**config.mk**
```make
export PLATFORM = sky130hd
export DESIGN_NAME = run_monitor_flat
export DESIGN_NICKNAME = d
export VERILOG_FILES = /design/src/rtl/run_monitor_if.sv /design/src/rtl/run_monitor.sv /design/src/flat_wrapper.sv
export SDC_FILE = /design/constraint.sdc
export NUM_CORES = 1
export LEC_CHECK = 0
export BUFFER_PORTS_ARGS = -buffer_cell sky130_fd_sc_hd__buf_2
export CORE_AREA = 2 2 119 150
export CTS_CLUSTER_DIAMETER = 50
export DETAILED_ROUTE_END_ITERATION = 8
export DIE_AREA = 0 0 121 152
export PLACE_DENSITY = 0.74
export SLEW_MARGIN = 20
export SYNTH_ARGS = -nofsm -noshare
export SYNTH_HDL_FRONTEND = slang
export SYNTH_SLANG_ARGS = --single-unit
```
**constraint.sdc**
```tcl
create_clock -name clk -period 2.7 [get_ports clk]
set_clock_uncertainty 0.15 [all_clocks]
set_input_delay 0.54 -clock clk [delete_from_list [all_inputs] [get_ports clk]]
set_output_delay 0.54 -clock clk [all_outputs]
set_load 0.02 [all_outputs]
```
**src/rtl/run_monitor_if.sv**
```systemverilog
// Report stream between the run monitor and the host (UART / debug FIFO).
//   rd_valid  report word valid          (master -> slave)
//   rd_ready  host accepts report word   (slave  -> master)
//   rd_data   report word                (master -> slave)
//   rd_last   marks the final word       (master -> slave)
interface run_monitor_if;
  logic        rd_valid;
  logic        rd_ready;
  logic [31:0] rd_data;
  logic        rd_last;

  modport master (output rd_valid, output rd_data, output rd_last, input rd_ready);
  modport slave  (input rd_valid, input rd_data, input rd_last, output rd_ready);
endinterface

```
**src/rtl/run_monitor.sv**
```systemverilog
// Execution monitor placed after the MIPS core. It counts run cycles, retired
// non-NOP instructions and consecutive NOPs. It flags HALT after NOP_LIMIT
// consecutive NOPs, or ABORT when the cycle budget runs out, and then streams
// a 4-word report {tag/status, cycles, instructions, last pc} to the host.
//   clk         clock, rising edge
//   rst         synchronous reset, active low
//   i_ir_valid  an instruction issues this cycle
//   i_ir        issued instruction word (0 = NOP)
//   i_pc        PC of the issued instruction
//   o_halted    sticky: program halted normally
//   o_aborted   sticky: cycle budget exhausted
//   o_led       status display
//   rd_if       report stream (valid/ready, data, last)
module run_monitor #(
  parameter int unsigned NOP_LIMIT   = 6,
  parameter int unsigned CYCLE_LIMIT = 10_000_000,
  parameter int unsigned CW          = 32
) (
  input  logic               clk,
  input  logic               rst,
  input  logic               i_ir_valid,
  input  logic [31:0]        i_ir,
  input  logic [31:0]        i_pc,
  output logic               o_halted,
  output logic               o_aborted,
  output logic [31:0]        o_led,
  run_monitor_if.master      rd_if
);

  localparam int unsigned NW = $clog2(NOP_LIMIT + 1);

  typedef enum logic [2:0] {StRun, StHalt, StAbort, StDump, StDone} state_e;

  state_e          r_state;
  logic [CW-1:0]   r_cyc_cnt;
  logic [CW-1:0]   r_ins_cnt;
  logic [NW-1:0]   r_nop_cnt;
  logic [31:0]     r_last_pc;
  logic [1:0]      r_idx;
  logic            r_halted;
  logic            r_aborted;
  logic            r_rd_valid;
  logic            r_rd_last;
  logic [31:0]     r_rd_data;
  logic [31:0]     r_led;

  logic [CW-1:0]   w_cyc_nxt;
  logic [CW-1:0]   w_ins_nxt;
  logic [NW-1:0]   w_nop_nxt;
  logic [31:0]     w_pc_nxt;
  logic [1:0]      w_word_sel;
  logic [31:0]     w_word;

  // RUN-state counter updates; bubbles leave the NOP run untouched.
  always_comb begin
    w_cyc_nxt = r_cyc_cnt + CW'(1);
    w_nop_nxt = r_nop_cnt;
    w_ins_nxt = r_ins_cnt;
    w_pc_nxt  = r_last_pc;
    if (i_ir_valid) begin
      if (i_ir == 32'h0) begin
        if (r_nop_cnt != NW'(NOP_LIMIT)) w_nop_nxt = r_nop_cnt + NW'(1);
      end else begin
        w_nop_nxt = '0;
        w_ins_nxt = r_ins_cnt + CW'(1);
        w_pc_nxt  = i_pc;
      end
    end
  end

  // Word to load next: the current index on DUMP entry, the following one on a transfer.
  always_comb begin
    w_word_sel = r_rd_valid ? (r_idx + 2'd1) : r_idx;
    w_word     = '0;
    unique case (w_word_sel)
      2'd0: w_word = {16'hC0DE, 14'b0, r_aborted, r_halted};
      2'd1: w_word = 32'(r_cyc_cnt);
      2'd2: w_word = 32'(r_ins_cnt);
      2'd3: w_word = r_last_pc;
      default: w_word = '0;
    endcase
  end

  always_ff @(posedge clk) begin
    if (!rst) begin
      r_state    <= StRun;
      r_cyc_cnt  <= '0;
      r_ins_cnt  <= '0;
      r_nop_cnt  <= '0;
      r_last_pc  <= '0;
      r_idx      <= '0;
      r_halted   <= 1'b0;
      r_aborted  <= 1'b0;
      r_rd_valid <= 1'b0;
      r_rd_last  <= 1'b0;
      r_rd_data  <= '0;
      r_led      <= '0;
    end else begin
      unique case (r_state)
        StRun: begin
          r_cyc_cnt <= w_cyc_nxt;
          r_nop_cnt <= w_nop_nxt;
          r_ins_cnt <= w_ins_nxt;
          r_last_pc <= w_pc_nxt;
          r_led     <= w_pc_nxt;
          // Halt takes priority when both limits are hit on the same cycle.
          if (w_nop_nxt == NW'(NOP_LIMIT)) begin
            r_state <= StHalt;
          end else if (w_cyc_nxt == CW'(CYCLE_LIMIT)) begin
            r_state <= StAbort;
          end
        end
        StHalt: begin
          r_halted <= 1'b1;
          r_led    <= 32'(r_cyc_cnt);
          r_idx    <= '0;
          r_state  <= StDump;
        end
        StAbort: begin
          r_aborted <= 1'b1;
          r_led     <= 32'hDEAD_DEAD;
          r_idx     <= '0;
          r_state   <= StDump;
        end
        StDump: begin
          if (!r_rd_valid) begin
            r_rd_valid <= 1'b1;
            r_rd_data  <= w_word;
            r_rd_last  <= (w_word_sel == 2'd3);
          end else if (rd_if.rd_ready) begin
            if (r_idx == 2'd3) begin
              r_rd_valid <= 1'b0;
              r_rd_last  <= 1'b0;
              r_state    <= StDone;
            end else begin
              r_idx     <= r_idx + 2'd1;
              r_rd_data <= w_word;
              r_rd_last <= (w_word_sel == 2'd3);
            end
          end
        end
        StDone: begin
          r_rd_valid <= 1'b0;
        end
        default: r_state <= StRun;
      endcase
    end
  end

  assign o_halted       = r_halted;
  assign o_aborted      = r_aborted;
  assign o_led          = r_led;
  assign rd_if.rd_valid = r_rd_valid;
  assign rd_if.rd_data  = r_rd_data;
  assign rd_if.rd_last  = r_rd_last;

endmodule

```
**src/flat_wrapper.sv**
```systemverilog
// flat-port wrapper written by rule: the top's interface ports become plain ports
module run_monitor_flat 
#(
  parameter int unsigned NOP_LIMIT   = 6,
  parameter int unsigned CYCLE_LIMIT = 10_000_000,
  parameter int unsigned CW          = 32
)
  (clk, rst, i_ir_valid, i_ir, i_pc, o_halted, o_aborted, o_led, rd_if_rd_valid, rd_if_rd_data, rd_if_rd_last, rd_if_rd_ready);
  run_monitor_if rd_if_i ();
  input  logic clk;
  input  logic rst;
  input  logic i_ir_valid;
  input  logic [31:0] i_ir;
  input  logic [31:0] i_pc;
  output logic o_halted;
  output logic o_aborted;
  output logic [31:0] o_led;
  output wire logic [$bits(rd_if_i.rd_valid)-1:0] rd_if_rd_valid;
  output wire logic [$bits(rd_if_i.rd_data)-1:0] rd_if_rd_data;
  output wire logic [$bits(rd_if_i.rd_last)-1:0] rd_if_rd_last;
  input wire logic [$bits(rd_if_i.rd_ready)-1:0] rd_if_rd_ready;
  assign rd_if_rd_valid = rd_if_i.rd_valid;
  assign rd_if_rd_data = rd_if_i.rd_data;
  assign rd_if_rd_last = rd_if_i.rd_last;
  assign rd_if_i.rd_ready = rd_if_rd_ready;
  run_monitor #(.NOP_LIMIT(NOP_LIMIT), .CYCLE_LIMIT(CYCLE_LIMIT), .CW(CW)) u_core (.clk(clk), .rst(rst), .i_ir_valid(i_ir_valid), .i_ir(i_ir), .i_pc(i_pc), .o_halted(o_halted), .o_aborted(o_aborted), .o_led(o_led), .rd_if(rd_if_i));
endmodule
```
==> key figures, run 1 <==
Synth
  • Share of cell area taken by muxes after synthesis: 4.718%
  • Netlist cell types: 58
  • Area share of xor/xnor cells in the synthesized design: 6.506%
  • Synthesized-area fraction occupied by ao, oa, aoi and oai cells: 18.22%
  • Instance count of the mapped netlist: 1121
  • Synthesis-stage register bit count: 172
  • Synth Cell Area: 8885 um^2
  • Per-instance average area after synthesis: 7.926 um^2
  • Synthesized-area fraction occupied by adder cells: 0.7041%
  • Number of synthesis warnings: 0
  • Dominant combinational cell family by area after synthesis: simple AND/OR/NAND/NOR gates
  • Sequential-to-total area share from yosys stat: 38.76%
  • Nets in the synthesized netlist: 1194
  • Simple-gate share of the synthesized area: 26.59%

Clocking
  • Clk slew on worst S/H paths: 0.06 ns
  • CTS tree: done
  • Largest buffer count on any clock path: 2
  • Clock latency on the worst-skew pair: 0.44 ns
  • CTS Sinks: 172
  • Root buffer selected by CTS: clkbuf_16
  • CTS buffer count: 17
  • Count of H-tree levels built during CTS: 4

Layout
  • Final Cell Area: 10800 um^2
  • Filler cell count in the final layout: 1483
  • Final instance count without filler cells: 1498
  • Area growth from synthesis to layout: 21.53%
  • Final net count: 1335
  • Fraction of final layout cells with drive strength greater than 1: 20.96%
  • Ant. Diodes: 0

Timing
  • Total negative slack for setup checks: 0 ns
  • Final critical-path required period: 2.425 ns
  • Actual transition at the worst max-transition pin: 0.9975 ns
  • Hold Fails Final Rpt: 0
  • Period utilization: 89.83%
  • Headroom to the max-slew limit: 33.18%
  • Setup-violating endpoint count in the final report: 0
  • Fmax achieved: 0.4123 GHz
  • Setup repair after global routing missed its margin: no
  • Slew Viols, Final: 0

Place
  • Port buffer count: 135
  • Placed inst area: 10180 um^2
  • Detailed placement HPWL: 19100 um
  • Instance count after placement with tap cells included: 1467
  • Final weighted congestion in routability-driven placement: 0.9818

Global routing
  • Maximum number of pins on one net before global-route repair: 114
  • Initial antenna violation count: 0
  • First-pass GRT wire length: 42030 um
  • Remaining global-route overflow: 0
  • Via count of the first global-routing pass: 8131
  • Overall track demand over capacity in global routing: 28.77%

Worst setup path
  • Critical Path Start Type: register
  • Largest fanout of any net on the critical path: 13
  • Endpoint type of the worst setup path: register
  • CP Class: register to register
  • Crit path arrival time: 2.63 ns
  • CP required: 2.91 ns

Drt
  • Total number of vias: 8769
  • Antenna-violating nets left: 0
  • Detailed-route wire length per cell: 17.73 um
  • First-pass DRT Iterations: 5
  • DRC violation total after the first TritonRoute iteration: 928
  • Post-route DRC: 0
  • Final Routed Wirelength: 26550 um
  • Number of vias per cell after detailed routing: 5.854

Floorplan
  • Die ar.: 18390 um^2
  • Effective utilization at floorplan: 51.98%
  • Core Box Area: 17090 um^2
  • Die extent in y: 152 um
  • Top Ports: 136
  • Number of core rows: 54
  • Die X: 121 um

Hold path
  • Tightest Hold Check Type: primary input to register

Flow run
  • Number of max-capacitance violations reported: 0

Power
  • Worst VDD drop: 0.0003818 V
  • Power density over cell area: 567.9 nW/um^2
  • Leak pwr: 4.298 nW

Run status
  • Run status: finished clean
cell usage in the layout (no fill, tap or decap), types with 22 or more instances in the layout:
| master | Yosys | layout |
|---|---|---|
| nor3b_1 | 22 | 22 |
| a211oi_1 | 26 | 26 |
| a21boi_0 | 52 | 52 |
| buf_4 | 0 | 69 |
| xnor2_1 | 49 | 48 |
| mux2i_1 | 34 | 33 |
| nor2_1 | 85 | 83 |
| dfxtp_1 | 172 | 172 |
| nand4_1 | 23 | 23 |
| a21oi_1 | 77 | 76 |
| nand3_1 | 31 | 31 |
| nand2_1 | 177 | 177 |
| and2_1 | 46 | 46 |
| buf_2 | 10 | 134 |
| o21ai_0 | 65 | 65 |
worst paths after layout:
| path | from | endpoint | slack, ns | depth (start not counted) |
|---|---|---|---|---|
| setup / recovery | u_core.r_state[1] | u_core.r_last_pc[30] | 0.27 | 7 |
| hold / removal | i_pc[9] | u_core.r_last_pc[9] | 0.22 | 3 |
| setup reg to reg | u_core.r_state[1] | u_core.r_last_pc[30] | 0.27 | 7 |
| hold reg to reg | u_core.rd_if.rd_data[31] | u_core.rd_if.rd_data[31] | 0.32 | 2 |
power breakdown:
part	switching (mW)	internal [mW]
Clock	1.03	1.52
Combinational	0.506	0.323
Sequential	0.0948	2.66
Total	1.63	4.50
cell type report:
type	instances	area, um^2	area share [%]
clock buffers	20	466.7	4.322
clock inverters	11	142.6	1.321
inverters	11	41.29	0.3824
multi-input cells	850	5095	47.18
flip-flops and latches	172	3443	31.89
well taps	224	280.3	2.596
repair buffers	210	1329	12.31
synth_stat cells (all sizes together):
library cell	count	share of area [%]
nand2	177	7.5
dfxtp	172	39
nor2	87	3.8
a21oi	77	4.3
clkbuf	75	3.2
o21ai	67	3.8
a21boi	59	5.0
xnor2	49	4.8
and2	46	3.2
mux2i	34	3.8
nand3	31	1.7
a211oi	26	2.2
nand4	24	1.8
nor3b	22	1.9
nor3	18	1.0
nor4	18	1.3
or3	18	1.3
xor2	17	1.7
nor2b	14	0.99
buf	13	0.86
and3	11	0.77
inv	11	0.46
o221ai	9	0.89
mux2	7	0.89
and4	5	0.49
ha	5	0.70
or2	4	0.28
o2111ai	3	0.49
o211ai	3	0.25
a311oi	2	0.20
o211a	2	0.23
o21a	2	0.17
a211o	1	0.099
a21o	1	0.085
a22oi	1	0.085
a31o	1	0.099
a31oi	1	0.070
a41oi	1	0.099
nand3b	1	0.085
nor4b	1	0.099
nor4bb	1	0.11
o22ai	1	0.070
o31a	1	0.099
or4	1	0.085
or4b	1	0.15
worst max-delay path, stage by stage, from the launching register on:
cell	delay, ns
dfxtp_1	0.34
buf_4	0.17
nor2_1	0.15
nand2_1	0.32
nor2_2	0.64
buf_4	0.32
nand2_1	0.07
a21boi_0	0.17
per-stage QoR:
step | total power [mW] | setup WS, ns | utilization [%] | hold WS (ns)
5_1_grt | 6.316 | 0.07698 | 63.17 | 0.2240
4_1_cts | 6.133 | 0.3053 | 63.13 | 0.2106
3_5_place_dp | 3.622 | 0.04648 | 59.57 | 0.3067
2_1_floorplan | 3.275 | 0.1458 | - | 0.3016
6_report | 6.132 | 0.2745 | 63.17 | 0.2162
3_3_place_gp | 3.608 | 0.1358 | 59.57 | 0.3019
state kept, by name, summed over array words and instances (netlist names):
| name | count |
|---|---|
| u_core.rd_if.rd_last | 1 |
| u_core.o_aborted | 1 |
| u_core.o_halted | 1 |
| u_core.rd_if.rd_data | 32 |
| u_core.rd_if.rd_valid | 1 |
| u_core.r_ins_cnt | 32 |
| u_core.r_state | 3 |
| u_core.o_led | 32 |
| u_core.r_last_pc | 32 |
| u_core.r_idx | 2 |
| u_core.r_cyc_cnt | 32 |
| u_core.r_nop_cnt | 3 |
per-layer routing:
| layer | wire, um | vias up | track usage (%) |
|---|---|---|---|
| met5 | 0 | - | 0 |
| met4 | 987 | 0 | 13.23 |
| met3 | 2020 | 72 | 4.692 |
| met2 | 12310 | 386 | 45.16 |
| met1 | 11240 | 4150 | 38.55 |
| li1 | - | 4161 | - |
timing repair:
| item | in CTS | in global routing |
|---|---|---|
| resized for setup | 0 | 1 |
| endpoints found under the hold margin | 0 | 0 |
| hold buffers | 0 | 0 |
| setup endpoints to repair | 0 | 1 |
| setup buffers | 0 | 0 |
cell families (layout without fill, tap and decap cells):
group           count (synthesis)  in the layout
simple gates                  480            480
compound gates                258            258
flops                         172            172
buf+inv                        99            252
xor+xnor                       66             66
mux                            41             41
fa+ha+maj                       5              5
No activity file was read; power rests on OpenSTA's default activity.
==> inputs of run 2 (changes only) <==
CTS_BUF_LIST = sky130_fd_sc_hd__clkbuf_4 sky130_fd_sc_hd__clkbuf_8   (was not set)
==> key figures, run 2 (synthesized netlist as in run 1, its figures left out) <==
Worst setup path
  • Cell type of the slowest stage on the worst timing path: dfxtp_1
  • Cell count of the worst reg-to-reg path: 6 (-1)
  • Endpoint type of the worst setup path: register
  • Crit path arrival time: 2.66 ns (+0.03 ns)
  • Family with the most delay on the worst path: simple AND/OR/NAND/NOR gates
  • Critical Path Start Type: register
  • Chain of cells forming the critical path: and4_1 -> nand4_1 -> or3_1 -> or2_1 -> or3_1 -> a21boi_1
  • CP Class: register to register
  • Largest fanout of any net on the critical path: 9 (-4)
  • R2r startpoint: u_core.r_ins_cnt[8]
  • Crit path buf inv count: 0 (-2)
  • Most common cell on crit path: or3_1
  • Delay of the slowest cell on the worst path: 0.46 ns (-0.18 ns)
  • CP required: 2.97 ns (+0.06 ns)
  • Worst reg2reg setup slack: 0.30 ns (+0.03 ns)
  • Worst R2R End: u_core.r_ins_cnt[31]

Clocking
  • Count of H-tree levels built during CTS: 4 (unchanged)
  • Largest buffer count on any clock path: 2 (unchanged)
  • CTS tree: done
  • CTS Sinks: 172 (unchanged)
  • Clk slew on worst S/H paths: 0.09 ns (+0.03 ns)
  • Number of hold buffers added after cts: 0 (unchanged)
  • CTS buffer count: 17 (unchanged)
  • Clock latency on the worst-skew pair: 0.48 ns (+0.04 ns)
  • Root buffer selected by CTS: clkbuf_8

Floorplan
  • Die ar.: 18390 um^2 (unchanged)
  • Core Box Area: 17090 um^2 (unchanged)
  • Die X: 121 um (unchanged)
  • Top Ports: 136 (unchanged)
  • Effective utilization at floorplan: 51.98% (unchanged)
  • Die extent in y: 152 um (unchanged)
  • Number of core rows: 54 (unchanged)

Drt
  • Post-route DRC: 0 (unchanged)
  • Detailed-route wire length per cell: 17.71 um (about the same)
  • DRC violation total after the first TritonRoute iteration: 824 (-11%)
  • First-pass DRT Iterations: 5 (unchanged)
  • Antenna-violating nets left: 0 (unchanged)
  • Final Routed Wirelength: 26530 um (about the same)
  • Number of vias per cell after detailed routing: 5.806 (-0.81%)
  • Total number of vias: 8698 (-0.81%)

Power
  • Power density over cell area: 520.4 nW/um^2 (-8.4%)
  • Worst VDD drop: 0.0003297 V (-14%)
  • Leak pwr: 4.211 nW (-2.0%)

Layout
  • Fraction of final layout cells with drive strength greater than 1: 20.96% (unchanged)
  • Sequential cell area: 3443 um^2 (unchanged)
  • Final net count: 1335 (unchanged)
  • Commonest non-fill, non-tap cell in the layout: nand2_1
  • Area taken by multi-input logic gates: 5095 um^2 (unchanged)
  • Final instance count without filler cells: 1498 (unchanged)
  • Ant. Diodes: 0 (unchanged)
  • Filler cell count in the final layout: 1509 (+1.8%)
  • Most frequent cells in the layout: nand2_1, dfxtp_1, buf_2
  • Area growth from synthesis to layout: 19.38%

Timing
  • Actual transition at the worst max-transition pin: 0.9770 ns (-0.02043 ns)
  • Period utilization: 88.78% (-1.1 points)
  • Headroom to the max-slew limit: 34.54% (+1.4 points)
  • Total negative slack for setup checks: 0 ns (unchanged)
  • Setup repair after global routing missed its margin: no
  • Final critical-path required period: 2.397 ns (-0.02853 ns)
  • Fmax achieved: 0.4172 GHz (+1.2%)
  • Slew Viols, Final: 0 (unchanged)
  • Hold Fails Final Rpt: 0 (unchanged)
  • Setup-violating endpoint count in the final report: 0 (unchanged)

Hold path
  • Hold Crit Start: i_pc[27]
  • Hold Path Stages: 3 (unchanged)
  • Tightest Hold Check Type: primary input to register
  • End of the worst hold path: u_core.r_last_pc[27]

Run status
  • Run status: finished clean

Global routing
  • Initial antenna violation count: 0 (unchanged)
  • First-pass GRT wire length: 41680 um (-0.84%)
  • Remaining global-route overflow: 0 (unchanged)
  • Via count of the first global-routing pass: 8109 (-0.27%)
  • Overall track demand over capacity in global routing: 28.58% (-0.19 points)
  • Maximum number of pins on one net before global-route repair: 114 (unchanged)

Place
  • Port buffer count: 135 (unchanged)
  • Instance count after placement with tap cells included: 1467 (unchanged)
  • Final weighted congestion in routability-driven placement: 0.9818 (unchanged)
  • Detailed placement HPWL: 19100 um (unchanged)

Flow run
  • Number of max-capacitance violations reported: 0 (unchanged)
[run 2: stage by stage]
| step | power (mW) | util, % | hold WS, ns | cell area (um^2) | setup slack, ns |
|---|---|---|---|---|---|
| after detailed placement | 3.622 | 59.57 | 0.3067 | 10180 | 0.04648 |
| after global placement | 3.608 | 59.57 | 0.3019 | 10180 | 0.1358 |
| final | 5.520 | 62.05 | 0.1606 | 10610 | 0.3031 |
| after floorplan | 3.275 | - | 0.3016 | 8885 | 0.1458 |
| after CTS | 5.519 | 62.01 | 0.1527 | 10600 | 0.3020 |
| after global routing | 5.712 | 62.05 | 0.1502 | 10610 | 0.1145 |
[run 2: timing repair]
item                       in CTS  in global routing
gates resized for setup         0                  1
setup endpoints to repair       0                  1
buffers inserted                0                  0
[run 2: cell type report]
type,count,area share (%)
Clock inverter,11,1.345
Timing Repair Buffer,210,12.53
Tap cell,224,2.642
Clock buffer,20,2.595
Multi-Input combinational cell,850,48.04
Inverter,11,0.3893
Sequential cell,172,32.46
[run 2: worst min-delay path, cell delays in order]
cell,delay (ns)
buf_2,0.11
nand2_1,0.05
a21boi_0,0.06
[run 2: metal layers]
metal / part of all wire, % / wire [um] / track usage (%) / vias to the layer above
li1: - / - / - / 4163
met1: 42 / 11270 / 38.67 / 4114
met2: 46 / 12290 / 44.09 / 356
met3: 7.7 / 2035 / 4.955 / 65
met4: 3.6 / 943 / 13.40 / 0
met5: 0 / 0 / 0 / -
[run 2: worst max path at each step]
stage | from | cells after the start | slack (ns) | endpoint
final | u_core.r_ins_cnt[8] | 6 | 0.30 | u_core.r_ins_cnt[31]
after global routing | u_core.r_cyc_cnt[4] | 7 | 0.11 | u_core.r_state[1]
after CTS | u_core.r_cyc_cnt[4] | 7 | 0.30 | u_core.r_state[1]
after detailed placement | i_ir[9] | 9 | 0.05 | u_core.r_ins_cnt[23]
after global placement | i_ir[9] | 9 | 0.14 | u_core.r_ins_cnt[23]
after floorplan | i_ir[16] | 7 | 0.15 | u_core.o_led[27]
[run 2: power by group]
part	switching, mW	leakage [nW]	internal, mW
Sequential	0.0947	1.40	2.66
Combinational	0.504	2.60	0.323
Clock	0.962	0.210	0.979
==> inputs of run 3 (changes only) <==
ABC_AREA = 1   (was not set)
CORE_AREA = 2 2 134 136   (was 2 2 119 150)
DIE_AREA = 0 0 136 138   (was 0 0 121 152)
==> key figures, run 3 <==
Run status
  • Run status: finished clean

Power
  • Net Sw Power: 4.136 mW (+160%)
  • Share of total power consumed by net switching: 43.21% (+15 points)
  • Worst VDD drop: 0.0006895 V (+110%)
  • Total internal power: 5.437 mW (+37%)
  • Power density over cell area: 913.5 nW/um^2 (+76%)
  • Clock share of power: 21.1% (-14 points)
  • Leak pwr: 4.357 nW (+3.5%)
  • Sequential fraction of design power: 38.8% (-11 points)
  • Share of power burned in combinational logic: 40.2% (+25 points)

Synth
  • Sequential-to-total area share from yosys stat: 38.01% (-0.75 points)
  • Nets in the synthesized netlist: 1427 (+20%)
  • Synthesis-stage register bit count: 172 (unchanged)
  • Area share of xor/xnor cells in the synthesized design: 2.223% (-4.3 points)
  • Instance count of the mapped netlist: 1354 (+21%)
  • Most frequent cell after synthesis: nand2_1
  • Simple-gate share of the synthesized area: 27.40% (+0.81 points)
  • Per-instance average area after synthesis: 6.691 um^2 (-16%)
  • Async set-or-reset flop fraction in the synthesized netlist: 0% (unchanged)
  • Biggest area consumer among synthesized cells: dfxtp_1
  • Most used flip-flop cell after synthesis: dfxtp_1
  • Biggest area contributors in the synthesized netlist: dfxtp_1, nand2_1, o21ai_0, a21oi_1, inv_1
  • Number of synthesis warnings: 0 (unchanged)
  • Count of flip-flops with a built-in enable after synthesis: 0 (unchanged)
  • Synthesized-area fraction occupied by adder cells: 0.6905% (-0.014 points)
  • Synthesized-area fraction occupied by ao, oa, aoi and oai cells: 22.63% (+4.4 points)
  • Synth Cell Area: 9060 um^2 (+2.0%)
  • Leading post-synthesis cells by instance count: nand2_1, dfxtp_1, inv_1
  • Netlist cell types: 41 (-29%)
  • Area fraction of the dominant cell type after synthesis: 38.01% (-0.75 points)
  • Dominant combinational cell family by area after synthesis: simple AND/OR/NAND/NOR gates
  • Share of cell area taken by muxes after synthesis: 0% (-4.7 points)

Timing
  • Period utilization: 89.47% (+0.70 points)
  • Final setup margin: 0.2843 ns (-0.01879 ns)
  • Slew Viols, Final: 0 (unchanged)
  • Hold Fails Final Rpt: 0 (unchanged)
  • Setup repair after global routing missed its margin: no
  • Final critical-path required period: 2.416 ns (+0.01879 ns)
  • Actual transition at the worst max-transition pin: 0.6876 ns (-0.2895 ns)
  • Headroom to the max-slew limit: 54.11% (+20 points)
  • Fmax achieved: 0.4140 GHz (-0.78%)
  • Setup-violating endpoint count in the final report: 0 (unchanged)
  • Hold_ws: 0.1625 ns (+0.001828 ns)
  • Total negative slack for setup checks: 0 ns (unchanged)

Clocking
  • Clock latency on the worst-skew pair: 0.47 ns (about the same)
  • Clk slew on worst S/H paths: 0.09 ns (about the same)
  • Count of H-tree levels built during CTS: 4 (unchanged)
  • CTS buffer count: 17 (unchanged)
  • CTS tree: done
  • Root buffer selected by CTS: clkbuf_8
  • Setup repair bufs after CTS: 0 (unchanged)
  • CTS Sinks: 172 (unchanged)
  • Largest buffer count on any clock path: 2 (unchanged)

Floorplan
  • Die X: 136 um (+12%)
  • Number of core rows: 49 (-9.3%)
  • Die extent in y: 138 um (-9.2%)
  • Die ar.: 18770 um^2 (+2.0%)
  • Top Ports: 136 (unchanged)
  • Effective utilization at floorplan: 51.67% (-0.31 points)
  • Core Box Area: 17530 um^2 (+2.6%)

Global routing
  • Via count of the first global-routing pass: 8710 (+7.4%)
  • Overall track demand over capacity in global routing: 31.38% (+2.8 points)
  • Maximum number of pins on one net before global-route repair: 65 (-43%)
  • First-pass GRT wire length: 46120 um (+11%)
  • Initial antenna violation count: 0 (unchanged)
  • Remaining global-route overflow: 0 (unchanged)

Drt
  • Final Routed Wirelength: 29210 um (+10%)
  • First-pass DRT Iterations: 5 (unchanged)
  • Detailed-route wire length per cell: 17.09 um (-3.5%)
  • Number of vias per cell after detailed routing: 5.688 (-2.0%)
  • DRC violation total after the first TritonRoute iteration: 942 (+14%)
  • Total number of vias: 9721 (+12%)
  • Antenna-violating nets left: 0 (unchanged)
  • Post-route DRC: 0 (unchanged)

Worst setup path
  • Largest fanout of any net on the critical path: 6 (-3)
  • Crit path arrival time: 2.67 ns (about the same)
  • CP Class: register to register
  • Endpoint type of the worst setup path: register
  • Critical Path Start Type: register
  • CP required: 2.95 ns (-0.02 ns)
  • Worst reg2reg setup slack: 0.28 ns (-0.02 ns)

Layout
  • Final net count: 1541 (+15%)
  • Commonest non-fill, non-tap cell in the layout: nand2_1
  • Ant. Diodes: 0 (unchanged)
  • Most frequent cells in the layout: nand2_1, dfxtp_1, inv_1
  • Area growth from synthesis to layout: 15.68%
  • Fraction of final layout cells with drive strength greater than 1: 16.35% (-4.6 points)

Flow run
  • Number of max-capacitance violations reported: 0 (unchanged)

Place
  • Setup Slack @ Placement: 0.2461 ns (+0.1996 ns)
  • Port buffer count: 135 (unchanged)
  • Final weighted congestion in routability-driven placement: 0.9558 (-2.6%)
  • Detailed placement HPWL: 21850 um (+14%)

Hold path
  • Tightest Hold Check Type: primary input to register
## run 3: cell count changes in the layout (fill, tap and decap cells not counted), sizes merged, moves of 37 or more
cell	previous run	this run
nand2	177	366
inv	11	144
a21boi	59	0
o21ai	67	122
and2	46	0
buf	210	165
xnor2	49	4
o211ai	3	42
nor2	87	124
## run 3: cell families (layout without fill, tap and decap cells)
group / Yosys count / after routing
compound gates: 354 / 354
xor+xnor: 23 / 23
fa+ha+maj: 5 / 5
buf+inv: 215 / 341
flops: 172 / 172
simple gates: 585 / 585
## run 3: worst paths after layout
kind,from,end,cells past startpoint
worst max register to register,u_core.r_cyc_cnt[1],u_core.r_state[1],15
worst min register to register,u_core.rd_if.rd_data[16],u_core.rd_if.rd_data[16],2
worst min-delay path,i_pc[12],u_core.r_last_pc[12],3
worst max-delay path,u_core.r_cyc_cnt[1],u_core.r_state[1],15
## run 3: power by group through the flow
stage	sequential, mW	clock (mW)	combinational [mW]
2_1_floorplan	3.80	0	2.32
4_1_cts	3.69	2.03	3.80
6_report	3.71	2.02	3.84
3_3_place_gp	3.74	0	3.72
5_1_grt	3.78	2.13	4.24
3_5_place_dp	3.74	0	3.77
## run 3: final cells by class
cell class,instances,area (um^2)
clock buffers,24,299.0
repair buffers,165,950.9
inverters,145,544.3
fillers,1697,7054
multi-input cells,967,4816
well taps,229,286.5
clock inverters,7,137.6
flip-flops and latches,172,3446
## run 3: worst max-delay path: stages, from the launching register on
cell,delay (ns)
dfxtp_2,0.40
ha_1,0.21
nand2_2,0.09
nor2_4,0.20
nand2_4,0.11
nor2_4,0.17
nand2_1,0.07
nand2_1,0.06
nand2_1,0.07
nor2_1,0.11
nand2_1,0.06
nor2_1,0.17
nand3_1,0.14
nand2_1,0.12
nand3_1,0.08
a21oi_1,0.12
## run 3: what timing repair did
action	CTS	global route
resized for setup	0	2
hold buffers	0	0
endpoints found under the hold margin	0	0
endpoints found under the setup margin	0	2
## run 3: layer usage
layer,GRT usage [%],up-vias,routed length (um)
met5,0,-,0
met4,12.28,0,1051
met3,4.584,57,2213
met2,48.96,484,13030
met1,43.69,4450,12910
li1,-,4730,-
## run 3: per-stage QoR
step                      instance area (um^2)  std cells  power (mW)  utilization, %
after global routing                     10480       1709       10.15           59.77
after floorplan                           9060       1354       6.119               -
after detailed placement                 10040       1678       7.514           57.26
after CTS                                10480       1709       9.516           59.75
final                                    10480       1709       9.573           59.77
after global placement                   10040       1678       7.460           57.26
